$ cat src/rtl/sa_in_skew_feeder.sv
// Systolic-array input stage: vector FIFO feeding a diagonal skew.
// Lane r is delayed r extra cycles; fill/drain are zero-padded.
module sa_in_skew_feeder #(
    parameter int ROWS  = 8,
    parameter int DW    = 8,
    parameter int DEPTH = 16
) (
    input  logic               clk,
    input  logic               rstn,
    input  logic               in_valid,
    output logic               in_ready,
    input  logic [ROWS*DW-1:0] in_a,
    input  logic [ROWS*DW-1:0] in_w,
    input  logic               in_last,
    input  logic               hold,
    output logic [ROWS*DW-1:0] out_a,
    output logic [ROWS*DW-1:0] out_w,
    output logic [ROWS-1:0]    out_vmask,
    output logic               fire,
    output logic               tile_done,
    output logic               underrun
);

    localparam int VW = ROWS * DW;
    localparam int EW = 2 * VW + 1;
    localparam int AW = (DEPTH > 1) ? $clog2(DEPTH) : 1;
    localparam int CW = (ROWS > 1) ? $clog2(ROWS) : 1;

    typedef enum logic [1:0] {
        S_IDLE,
        S_STREAM,
        S_DRAIN
    } state_t;

    logic [EW-1:0] r_mem [DEPTH];
    logic [AW-1:0] r_wptr;
    logic [AW-1:0] r_rptr;
    logic [AW:0]   r_count;

    state_t        r_state;
    state_t        w_state_nxt;
    logic [CW-1:0] r_drain_cnt;
    logic [CW-1:0] w_cnt_nxt;
    logic          r_underrun;

    logic          w_full;
    logic          w_empty;
    logic          w_push;
    logic          w_pop;
    logic          w_und_set;
    logic [EW-1:0] w_rd;
    logic          w_rd_last;
    logic [VW-1:0] w_rd_a;
    logic [VW-1:0] w_rd_w;

    // Flags come from the registered count only, never from the pop.
    assign w_full    = (r_count == (AW+1)'(DEPTH));
    assign w_empty   = (r_count == '0);
    assign in_ready  = !w_full;
    assign w_push    = in_valid && !w_full;

    assign w_rd      = r_mem[r_rptr];
    assign w_rd_last = w_rd[EW-1];
    assign w_rd_w    = w_rd[EW-2:VW];
    assign w_rd_a    = w_rd[VW-1:0];

    always_ff @(posedge clk) begin
        if (w_push) begin
            r_mem[r_wptr] <= {in_last, in_w, in_a};
        end
    end

    always_ff @(posedge clk or negedge rstn) begin
        if (!rstn) begin
            r_wptr  <= '0;
            r_rptr  <= '0;
            r_count <= '0;
        end else begin
            if (w_push) begin
                r_wptr <= r_wptr + AW'(1);
            end
            if (w_pop) begin
                r_rptr <= r_rptr + AW'(1);
            end
            unique case ({w_push, w_pop})
                2'b10:   r_count <= r_count + (AW+1)'(1);
                2'b01:   r_count <= r_count - (AW+1)'(1);
                default: r_count <= r_count;
            endcase
        end
    end

    always_comb begin
        w_state_nxt = r_state;
        w_cnt_nxt   = r_drain_cnt;
        w_pop       = 1'b0;
        w_und_set   = 1'b0;
        if (!hold) begin
            unique case (r_state)
                S_IDLE, S_STREAM: begin
                    if (!w_empty) begin
                        w_pop = 1'b1;
                        if (w_rd_last) begin
                            w_state_nxt = S_DRAIN;
                            w_cnt_nxt   = CW'(ROWS - 1);
                        end else begin
                            w_state_nxt = S_STREAM;
                        end
                    end else if (r_state == S_STREAM) begin
                        w_und_set = 1'b1;
                    end
                end
                S_DRAIN: begin
                    if (r_drain_cnt == '0) begin
                        w_state_nxt = S_IDLE;
                    end else begin
                        w_cnt_nxt = r_drain_cnt - CW'(1);
                    end
                end
                default: w_state_nxt = S_IDLE;
            endcase
        end
    end

    always_ff @(posedge clk or negedge rstn) begin
        if (!rstn) begin
            r_state     <= S_IDLE;
            r_drain_cnt <= '0;
            r_underrun  <= 1'b0;
        end else begin
            r_state     <= w_state_nxt;
            r_drain_cnt <= w_cnt_nxt;
            r_underrun  <= r_underrun | w_und_set;
        end
    end

    // DRAIN at count zero coincides with the last lane's final element.
    assign tile_done = (r_state == S_DRAIN) && (r_drain_cnt == '0);
    assign underrun  = r_underrun;
    assign fire      = |out_vmask;

    for (genvar r = 0; r < ROWS; r++) begin : g_lane
        logic [DW-1:0] r_a [r+1];
        logic [DW-1:0] r_w [r+1];
        logic [r:0]    r_v;

        always_ff @(posedge clk or negedge rstn) begin
            if (!rstn) begin
                for (int s = 0; s <= r; s++) begin
                    r_a[s] <= '0;
                    r_w[s] <= '0;
                end
                r_v <= '0;
            end else if (!hold) begin
                r_a[0] <= w_pop ? w_rd_a[r*DW +: DW] : '0;
                r_w[0] <= w_pop ? w_rd_w[r*DW +: DW] : '0;
                r_v[0] <= w_pop;
                for (int s = 1; s <= r; s++) begin
                    r_a[s] <= r_a[s-1];
                    r_w[s] <= r_w[s-1];
                    r_v[s] <= r_v[s-1];
                end
            end
        end

        assign out_a[r*DW +: DW] = r_a[r];
        assign out_w[r*DW +: DW] = r_w[r];
        assign out_vmask[r]      = r_v[r];
    end

endmodule

$ cat config.mk
export PLATFORM = sky130hd
export DESIGN_NAME = sa_in_skew_feeder
export DESIGN_NICKNAME = d
export VERILOG_FILES = /design/src/rtl/sa_in_skew_feeder.sv
export SDC_FILE = /design/constraint.sdc
export NUM_CORES = 2
export LEC_CHECK = 0
export CAP_MARGIN = 40
export CORE_UTILIZATION = 50
export CTS_CLUSTER_DIAMETER = 100
export DETAILED_ROUTE_END_ITERATION = 6
export GPL_TIMING_DRIVEN = 1
export PLACE_DENSITY_LB_ADDON = 0.12
export RECOVER_POWER = 25
export SLEW_MARGIN = 5
export SYNTH_ARGS = -nofsm -noshare
export SYNTH_HDL_FRONTEND = slang
export SYNTH_SLANG_ARGS = --single-unit
$ cat constraint.sdc
create_clock -name clk -period 14.5 [get_ports clk]
set_input_delay 1.45 -clock clk [delete_from_list [all_inputs] [get_ports clk]]
set_output_delay 1.45 -clock clk [all_outputs]
set_load 0.01 [all_outputs]
==> reports/results.ini <==
[clock_network]
tritoncts=built
clockBufferDepth=4
cts_max_level=5
numCtsBuffers=289
clk_pin_slew_ps=60
holdBufCountCts=0
root_buffer=clkbuf_16
cts_setup_buffers=0
clk_latency_ps=910
cts.sinks=2667
cts_resized=0

[place]
dp_cells=7300
io_buffers=272
dp_hpwl_um=116000
gp_congestion=0.710
postPlaceCellArea_um2=106000

[logic_synthesis]
ys_seq_elements=2667
synth-seq-area-share=0.770
syn_area_um2=100000
synthFlopType=edfxtp_1
synth_nets=4780
synth_area_per_cell_um2=21.6
async_flop_share=0.226
synth_top_area_share=0.619
synth_area_leaders=edfxtp_1, dfrtp_1, mux4_2
synth_edf_count=2064
synth_cells=4636
synth_cell_types=37
yosys.area.top_type=edfxtp_1
ys.warnings.count=0

[sta]
clock_skew_ps=47.0
relSlewSlack=-2.75
max_freq_mhz=142
setup_tns_ps=0
setup_viol_count_final=0
rsz0062_at_grt=no
period_needed_ps=7020
worstMarginPinSlew_ps=5630
fin_crit_sh=0.484
hold_ws_ps=479
hold_viol=0
slew_violations=184

[setup_path]
slowest_delay_ps=3850
endpoint_kind=async pin
path_buf_inv=4
critPathKind=in2async
crit_family=buffers and inverters
cp_max_fo=102
cp_common_cell=buf_4
critPathArrivalTime_ps=7910
slowest_stage=clkbuf_1
worstPathCellList=clkbuf_1 -> buf_4 -> buf_4 -> buf_4
worstSetupStartpointType=primary input
required_ps=15390

[final_layout]
final_common_cell=edfxtp_1
fin_area_um2=115000
final-instance-count-excl-fill=7812
fill_cells=14400
layout_common_cells=edfxtp_1, dfrtp_1, mux4_2
synthToLayoutAreaGrowth_pct=14.8
fin_nets=5095
drive_gt1_frac=0.295

[status]
status=finished, violations left
violations=capacitance limit, slew limit

[grt]
grt_pass1_wl_um=324000
grt_pass1_vias=48600
grt_max_degree=148
antenna_found_initial=48
grt_overflow_total=0
grt_use_total=0.217

[route]
vias_per_cell=5.89
totalWireLength_um=216000
ant_nets=0
drt_first_pass_iters=7
drc=0
drt_iter0_markers=3445
wl_per_cell_um=27.7
vias=46000

[power_and_ir_drop]
ir_drop_v=0.000144
p_leak_nw=40.2
pwr_density_cell_nw_per_um2=198
power.total_w=0.0227

[floorplanning]
io_pins=273
fp.dieW_um=449
row_count=163
core_um2=198000
die_h_um=449
fp.dieArea_um2=202000
initial_core_util=0.505

[job]
maxCapViolCount=2

[hold_path]
hold_path.class=reg2reg

-- kinds of logic (layout without fill, tap and decap cells) --
group,after synthesis,count (layout),synth area share
buffers and inverters,377,906,0.0198
other,0,7,0
XOR/XNOR,13,13,0.00114
adder cells (fa/ha/maj),11,11,0.00138
AO/OA/AOI/OAI,407,407,0.0320
flip-flops,2667,2667,0.770
multiplexers,973,973,0.168
AND/OR/NAND/NOR,188,188,0.00770
-- synth_stat cells (5+ instances only) --
library cell	number
dfrtp_1	603
a22o_1	128
o21ai_0	7
xor2_1	6
clkbuf_1	167
nor2_1	18
edfxtp_1	2064
inv_1	5
buf_4	113
nor3_1	6
a22oi_1	259
buf_6	8
buf_2	68
mux2_2	457
nand2_1	144
xnor2_1	7
nand2b_1	6
buf_1	15
ha_1	11
mux4_2	516
-- final timing paths --
kind                                         from                 to  slack (ps)  depth (start not counted)
worst min-delay path            g_lane[7].r_w[54]  g_lane[7].r_w[46]         480                          1
max in group clk                             hold         r_count[4]        8240                         12
worst max register to register          r_rptr[0]  g_lane[2].r_w[19]        9890                          7
worst min register to register  g_lane[7].r_w[54]  g_lane[7].r_w[46]         480                          1
min in group asynchronous                    rstn          out_a[32]        2630                          1
worst max-delay path                         rstn   g_lane[1].r_a[8]        7480                          4
-- area by class of cell --
class                           count  area [um^2]  share of cell area
Timing Repair Buffer              395         4330              0.0377
Clock buffer                      388         8050              0.0701
Inverter                            6         27.5            0.000240
Antenna cell                        7         17.5            0.000153
Multi-Input combinational cell   1592        21100               0.184
Tap cell                         2640         3300              0.0288
Clock inverter                    117          922             0.00803
Sequential cell                  2667        77100               0.671
-- layer usage --
metal	vias to the layer above	wire length, um	global-route usage
li1	19500	-	-
met1	24800	93100	0.302
met2	1162	109000	0.360
met3	413	10100	0.0333
met4	28	4490	0.0528
met5	-	174	0
-- power breakdown --
part | switching, W | total, W | internal (W) | leakage [nW]
logic | 0.00296 | 0.00567 | 0.00271 | 9.29
clock network | 0.00285 | 0.00698 | 0.00413 | 4.41
registers | 0.000547 | 0.0101 | 0.00953 | 26.5
total | 0.00635 | 0.0227 | 0.0164 | 40.2
-- stage by stage --
stage | setup WS, ps | utilization
floorplan | 3020 | -
global placement | 9310 | 0.531
detailed placement | 9380 | 0.535
CTS | 9800 | 0.580
global route | 6200 | 0.580
finish | 7480 | 0.580
-- sequential cells by signal, indices dropped and copies added (netlist names), 4 cells and up --
signal      cells
r_rptr          4
r_count         5
g_lane.r_v      8
g_lane.r_a    232
r_wptr          4
r_mem        2064
out_a          56
out_w          56
g_lane.r_w    232
No activity file was read; power rests on OpenSTA's default activity.
